==> src/rtl/accum_ctrl.sv <==
// rtl/accum_ctrl.sv - sequences the shared ACCUM adder through the eight predictor products per sample
module accum_ctrl #(
  parameter int DW = 16
) (
  input  logic          clk,
  input  logic          reset,
  input  logic          start,
  input  logic [DW-1:0] WB1,
  input  logic [DW-1:0] WB2,
  input  logic [DW-1:0] WB3,
  input  logic [DW-1:0] WB4,
  input  logic [DW-1:0] WB5,
  input  logic [DW-1:0] WB6,
  input  logic [DW-1:0] WA1,
  input  logic [DW-1:0] WA2,
  input  logic [DW-1:0] S,
  output logic          clear,
  output logic [DW-1:0] W,
  output logic [DW-2:0] SEZ,
  output logic [DW-2:0] SE,
  output logic          busy,
  output logic          done,
  input  logic          scan_in0,
  input  logic          scan_in1,
  input  logic          scan_in2,
  input  logic          scan_in3,
  input  logic          scan_in4,
  input  logic          scan_enable,
  input  logic          test_mode,
  output logic          scan_out0,
  output logic          scan_out1,
  output logic          scan_out2,
  output logic          scan_out3,
  output logic          scan_out4
);

  typedef enum logic [1:0] {
    ST_IDLE = 2'd0,
    ST_CLR  = 2'd1,
    ST_ACC  = 2'd2,
    ST_CAP  = 2'd3
  } state_t;

  state_t        r_state;
  state_t        w_next_state;
  logic [2:0]    r_k;
  logic [2:0]    w_next_k;
  logic [2:0]    w_k_inc;
  logic [DW-1:0] r_op [8];
  logic          r_clear;
  logic          w_next_clear;
  logic [DW-1:0] r_w;
  logic [DW-1:0] w_next_w;
  logic [DW-2:0] r_sez;
  logic [DW-2:0] r_se;
  logic          r_busy;
  logic          r_done;
  logic          w_latch;
  logic          w_cap_sez;
  logic          w_cap_se;
  logic [4:0]    r_scan;
  logic          w_unused_s0;

  assign w_k_inc     = r_k + 3'd1;
  assign w_unused_s0 = S[0];

  // W and clear are computed one state ahead so they leave a flop and never glitch.
  always_comb begin
    w_next_state = r_state;
    w_next_k     = r_k;
    w_next_clear = 1'b0;
    w_next_w     = '0;
    w_latch      = 1'b0;
    w_cap_sez    = 1'b0;
    w_cap_se     = 1'b0;
    case (r_state)
      ST_IDLE: begin
        if (start) begin
          w_latch      = 1'b1;
          w_next_state = ST_CLR;
          w_next_clear = 1'b1;
        end
      end
      ST_CLR: begin
        w_next_state = ST_ACC;
        w_next_k     = 3'd0;
        w_next_w     = r_op[0];
      end
      ST_ACC: begin
        if (r_k == 3'd6) begin
          w_cap_sez = 1'b1;
        end
        if (r_k == 3'd7) begin
          w_next_state = ST_CAP;
          w_next_k     = 3'd0;
        end else begin
          w_next_k = w_k_inc;
          w_next_w = r_op[w_k_inc];
        end
      end
      ST_CAP: begin
        w_cap_se     = 1'b1;
        w_next_state = ST_IDLE;
      end
      default: begin
        w_next_state = ST_IDLE;
        w_next_k     = 3'd0;
      end
    endcase
  end

  always_ff @(posedge clk) begin
    if (!reset) begin
      r_state <= ST_IDLE;
      r_k     <= 3'd0;
      r_clear <= 1'b0;
      r_w     <= '0;
      r_sez   <= '0;
      r_se    <= '0;
      r_busy  <= 1'b0;
      r_done  <= 1'b0;
    end else begin
      r_state <= w_next_state;
      r_k     <= w_next_k;
      r_clear <= w_next_clear;
      r_w     <= w_next_w;
      r_busy  <= (w_next_state != ST_IDLE);
      r_done  <= w_cap_se;
      if (w_cap_sez) begin
        r_sez <= S[DW-1:1];
      end
      if (w_cap_se) begin
        r_se <= S[DW-1:1];
      end
    end
  end

  // Operands are snapshotted at the start edge so callers may change them mid-sample.
  always_ff @(posedge clk) begin
    if (!reset) begin
      for (int i = 0; i < 8; i++) begin
        r_op[i] <= '0;
      end
    end else if (w_latch) begin
      r_op[0] <= WB1;
      r_op[1] <= WB2;
      r_op[2] <= WB3;
      r_op[3] <= WB4;
      r_op[4] <= WB5;
      r_op[5] <= WB6;
      r_op[6] <= WA1;
      r_op[7] <= WA2;
    end
  end

  always_ff @(posedge clk) begin
    if (!reset) begin
      r_scan <= '0;
    end else if (scan_enable) begin
      r_scan <= {scan_in4, scan_in3, scan_in2, scan_in1, scan_in0};
    end
  end

  assign clear     = r_clear;
  assign W         = r_w;
  assign SEZ       = r_sez;
  assign SE        = r_se;
  assign busy      = r_busy;
  assign done      = r_done;
  assign scan_out0 = r_scan[0] & test_mode;
  assign scan_out1 = r_scan[1] & test_mode;
  assign scan_out2 = r_scan[2] & test_mode;
  assign scan_out3 = r_scan[3] & test_mode;
  assign scan_out4 = r_scan[4] & test_mode;

endmodule

==> config.mk <==
export PLATFORM = sky130hd
export DESIGN_NAME = accum_ctrl
export DESIGN_NICKNAME = d
export VERILOG_FILES = /design/src/rtl/accum_ctrl.sv
export SDC_FILE = /design/constraint.sdc
export NUM_CORES = 1
export LEC_CHECK = 0
export CAP_MARGIN = 25
export CORE_AREA = 4 4 133 135
export DETAILED_ROUTE_END_ITERATION = 10
export DIE_AREA = 0 0 137 139
export GPL_TIMING_DRIVEN = 0
export PLACE_DENSITY = 0.87
export SYNTH_ARGS = -nofsm -noshare
export SYNTH_HDL_FRONTEND = slang
export SYNTH_SLANG_ARGS = --single-unit
==> constraint.sdc <==
create_clock -name clk -period 4.8 [get_ports clk]
set_input_delay 0.48 -clock clk [delete_from_list [all_inputs] [get_ports clk]]
set_output_delay 0.48 -clock clk [all_outputs]
set_load 0.05 [all_outputs]
==> out/metrics.yaml <==
root_buffer: "clkbuf_16"
port_buffers: 205
antenna_found_initial: 4
status: "finished clean"
i_o_pin_count: 208
core.rowCount: 47
vias: 5412
grt_first_pass_wirelength_microns: 30500
seq_area_frac_synth_pct: 63.5
arrival_time_worst_endpoint_ns: 2.95
critical_path.endpoint_type: "flop"
timing.final.crit_share_pct: 58.7
fmax_mhz: 355
postSynthRegisterBits: 187
hold_start: "SEZ[10]$_SDFFE_PN0P_"
timing.final.hold_violations: 0
post_cts_resized: 0
initial_utilization_pct: 48.1
cts_buffers: 17
first_iter_violations: 479
multi_input_comb_area_sq_um: 2680
fp.dieH_microns: 139
worstHoldEndpoint: "SEZ[10]$_SDFFE_PN0P_"
synthesis.nets: 744
clock_sink_count: 187
critical_path_class: "input port to flop"
tritoncts: "built"
area_growth_pct: 37.5
grt.overflow.total: 0
die_width_microns: 137
cpMostUsedCell: "clkbuf_1"
yosys_top_cell_by_area: "edfxtp_1"
fraction_of_final_layout_cells_with_drive_strength_greater_than_1_pct: 9.76
grt_usage_pct: 21.4
clk_transition_reported_paths_ns: 0.07
clock-skew-final_ns: 0.00823
timing.slew.headroom_pct: 50.4
mostFrequentLayoutCell: "clkdlybuf4s50_1"
hold_path_class: "flop to flop"
crit_path_top_delay_cell: "nand2_4"
cts-htree-levels: 4
wl_microns: 20200
synthDistinctLibCells: 36
timing.rr.end: "W[14]$_SDFF_PN0_"
postCtsHoldBufs: 0
cp_max_fo: 75
placed_cell_area_sq_um: 10300
power.density_nw_per_um2: 414
post_drt_wl_per_cell_microns: 19.4
design.die.area_sq_um: 19000
avgViaCountPerCell: 5.18
tightest_slew_ns: 0.744
globalplace.congestion: 0.860
clock_latency_ns: 0.43
layout.nets: 969
final_max_slew_viol_count: 0
worst_path_dominant_cell_family: "buffers and inverters"
ff2ff_path_depth: 9
first_global_vias: 5538
detail-route-antenna-nets: 0
timing.reg2reg.setup_slack_ns: 2.43
ir_worst_vdd_uv: 309
finalWorstPathRequiredPeriod_ns: 2.82
startpoint_type: "input port"
hold_depth: 2
critical-path-max-stage-delay_ns: 0.58
ys.warnings.count: 0
cts_buffer_depth: 2
timing.rr.start: "r_k[0]$_SDFFE_PN0P_"
timing.setup.tns_ns: 0
p_leak_nw: 4.00
mostFrequentLayoutCells: "205 x clkdlybuf4s50_1, 134 x and2_1, 128 x edfxtp_1"
first_pass_iters: 5
area.sequential_sq_um: 5020
synthesis.area_sq_um: 7920
drcViolationCount: 0
finalHoldWorstSlack_ns: 0.457
crit_chain: "clkdlybuf4s50_1 -> clkbuf_1 -> clkbuf_1 -> nand2_4 -> buf_16"
setup_viol: 0
post-route-cell-area_sq_um: 10900
netlist_instances: 582
netlist.area_leader.share_pct: 48.5
post_synth_main_area_contributors: "edfxtp_1 49%, dfxtp_1 15%, and2_1 11%, mux4_2 6.5%, mux2i_1 4.0%"
cap_viol_max_count: 0
cp_data_required_time_ns: 4.93
core_area_sq_um: 16500
fillCellCount: 1193
postCtsSetupRepairBufs: 0
syn-mean-instance-area_sq_um: 13.6
detailedPlacementHpwl_microns: 14900
grt_max_degree: 76
rsz0062_at_grt: "false"
critical_path.n_buffers_inverters: 4
==> power breakdown <==
part	internal (mW)	switching [mW]
registers	2.07	0.0902
logic	0.423	0.520
clock network	0.745	0.658
==> registers in the layout (all words and copies together) (netlist names) <==
register	count
r_k	3
SE	15
r_op	128
busy	1
clear	1
W	16
SEZ	15
r_scan	5
done	1
r_state	2
==> metrics by stage <==
stage / setup slack [ns] / utilization, % / total power [mW] / instances
after floorplan: 0.649 / - / 2.77 / 582
after global placement: -1.48 / 62.2 / 3.12 / 1007
after detailed placement: 1.55 / 62.4 / 3.13 / 1008
after CTS: 2.00 / 66.1 / 4.53 / 1040
after global routing: 1.80 / 66.1 / 4.68 / 1044
final: 1.98 / 66.1 / 4.51 / 1044
==> how the worst max path moves through the flow <==
stage,from,to,cells after the start
after floorplan,reset,r_op[0][0]$_SDFFCE_PN0P_,3
after global placement,reset,r_op[0][7]$_SDFFCE_PN0P_,4
after detailed placement,reset,r_op[0][9]$_SDFFCE_PN0P_,5
after CTS,reset,r_op[6][13]$_SDFFCE_PN0P_,5
after global routing,reset,r_op[3][14]$_SDFFCE_PN0P_,5
final,reset,r_op[3][9]$_SDFFCE_PN0P_,5
==> kinds of logic after synthesis <==
family / Yosys count / synth area share [%]
and+or+nand+nor: 238 / 16.8
AOI/OAI and AO/OA: 48 / 4.41
adders and majority gates: 8 / 1.26
muxes: 59 / 11.3
DFF: 187 / 63.5
buffers and inverters: 42 / 2.75
==> synth_stat cells <==
cell        n
nand3_1     6
buf_12      2
nand2b_1    3
inv_1       2
mux2_2      3
nor2_1      3
or2_1       1
nor3_1      1
dfxtp_1    59
nor2b_1    24
nand4_1     1
a21boi_1    9
mux2i_1    32
o21ai_1     3
mux4_1      1
a22oi_1    13
o41ai_1     3
nand2_1    59
buf_4       1
o211ai_1    4
nor4b_1     1
edfxtp_1  128
mux4_2     23
and2_1    134
and3_1      4
buf_6       1
o21ai_0     1
clkbuf_1   20
ha_1        8
a32o_1      3
nand2_2     1
a21boi_0    7
buf_1       1
a21oi_1     5
inv_2       2
buf_2      13
==> tightest hold or removal path, cell delays in order (launching register included) <==
cell,delay [ns]
dfxtp_1,0.31
nand2_1,0.05
a21boi_1,0.05
==> layer usage <==
metal / part of all wire (%) / wire length (microns) / GRT usage (%)
met4: 3.3 / 672 / 9.77
met1: 39 / 7950 / 27.2
met2: 50 / 10200 / 35.2
met3: 6.9 / 1400 / 4.21
met5: 0 / 0 / 0
==> layout make-up <==
class / instances / area share, %
diodes: 4 / 0.0919
flip-flops and latches: 187 / 46.2
inverters: 4 / 0.138
repair buffers: 206 / 19.1
well taps: 220 / 2.53
multi-input cells: 353 / 24.6
clock buffers: 17 / 3.91
plain buffers: 38 / 1.86
clock inverters: 15 / 1.57
Note: power is estimated with default switching activity, not from simulation.
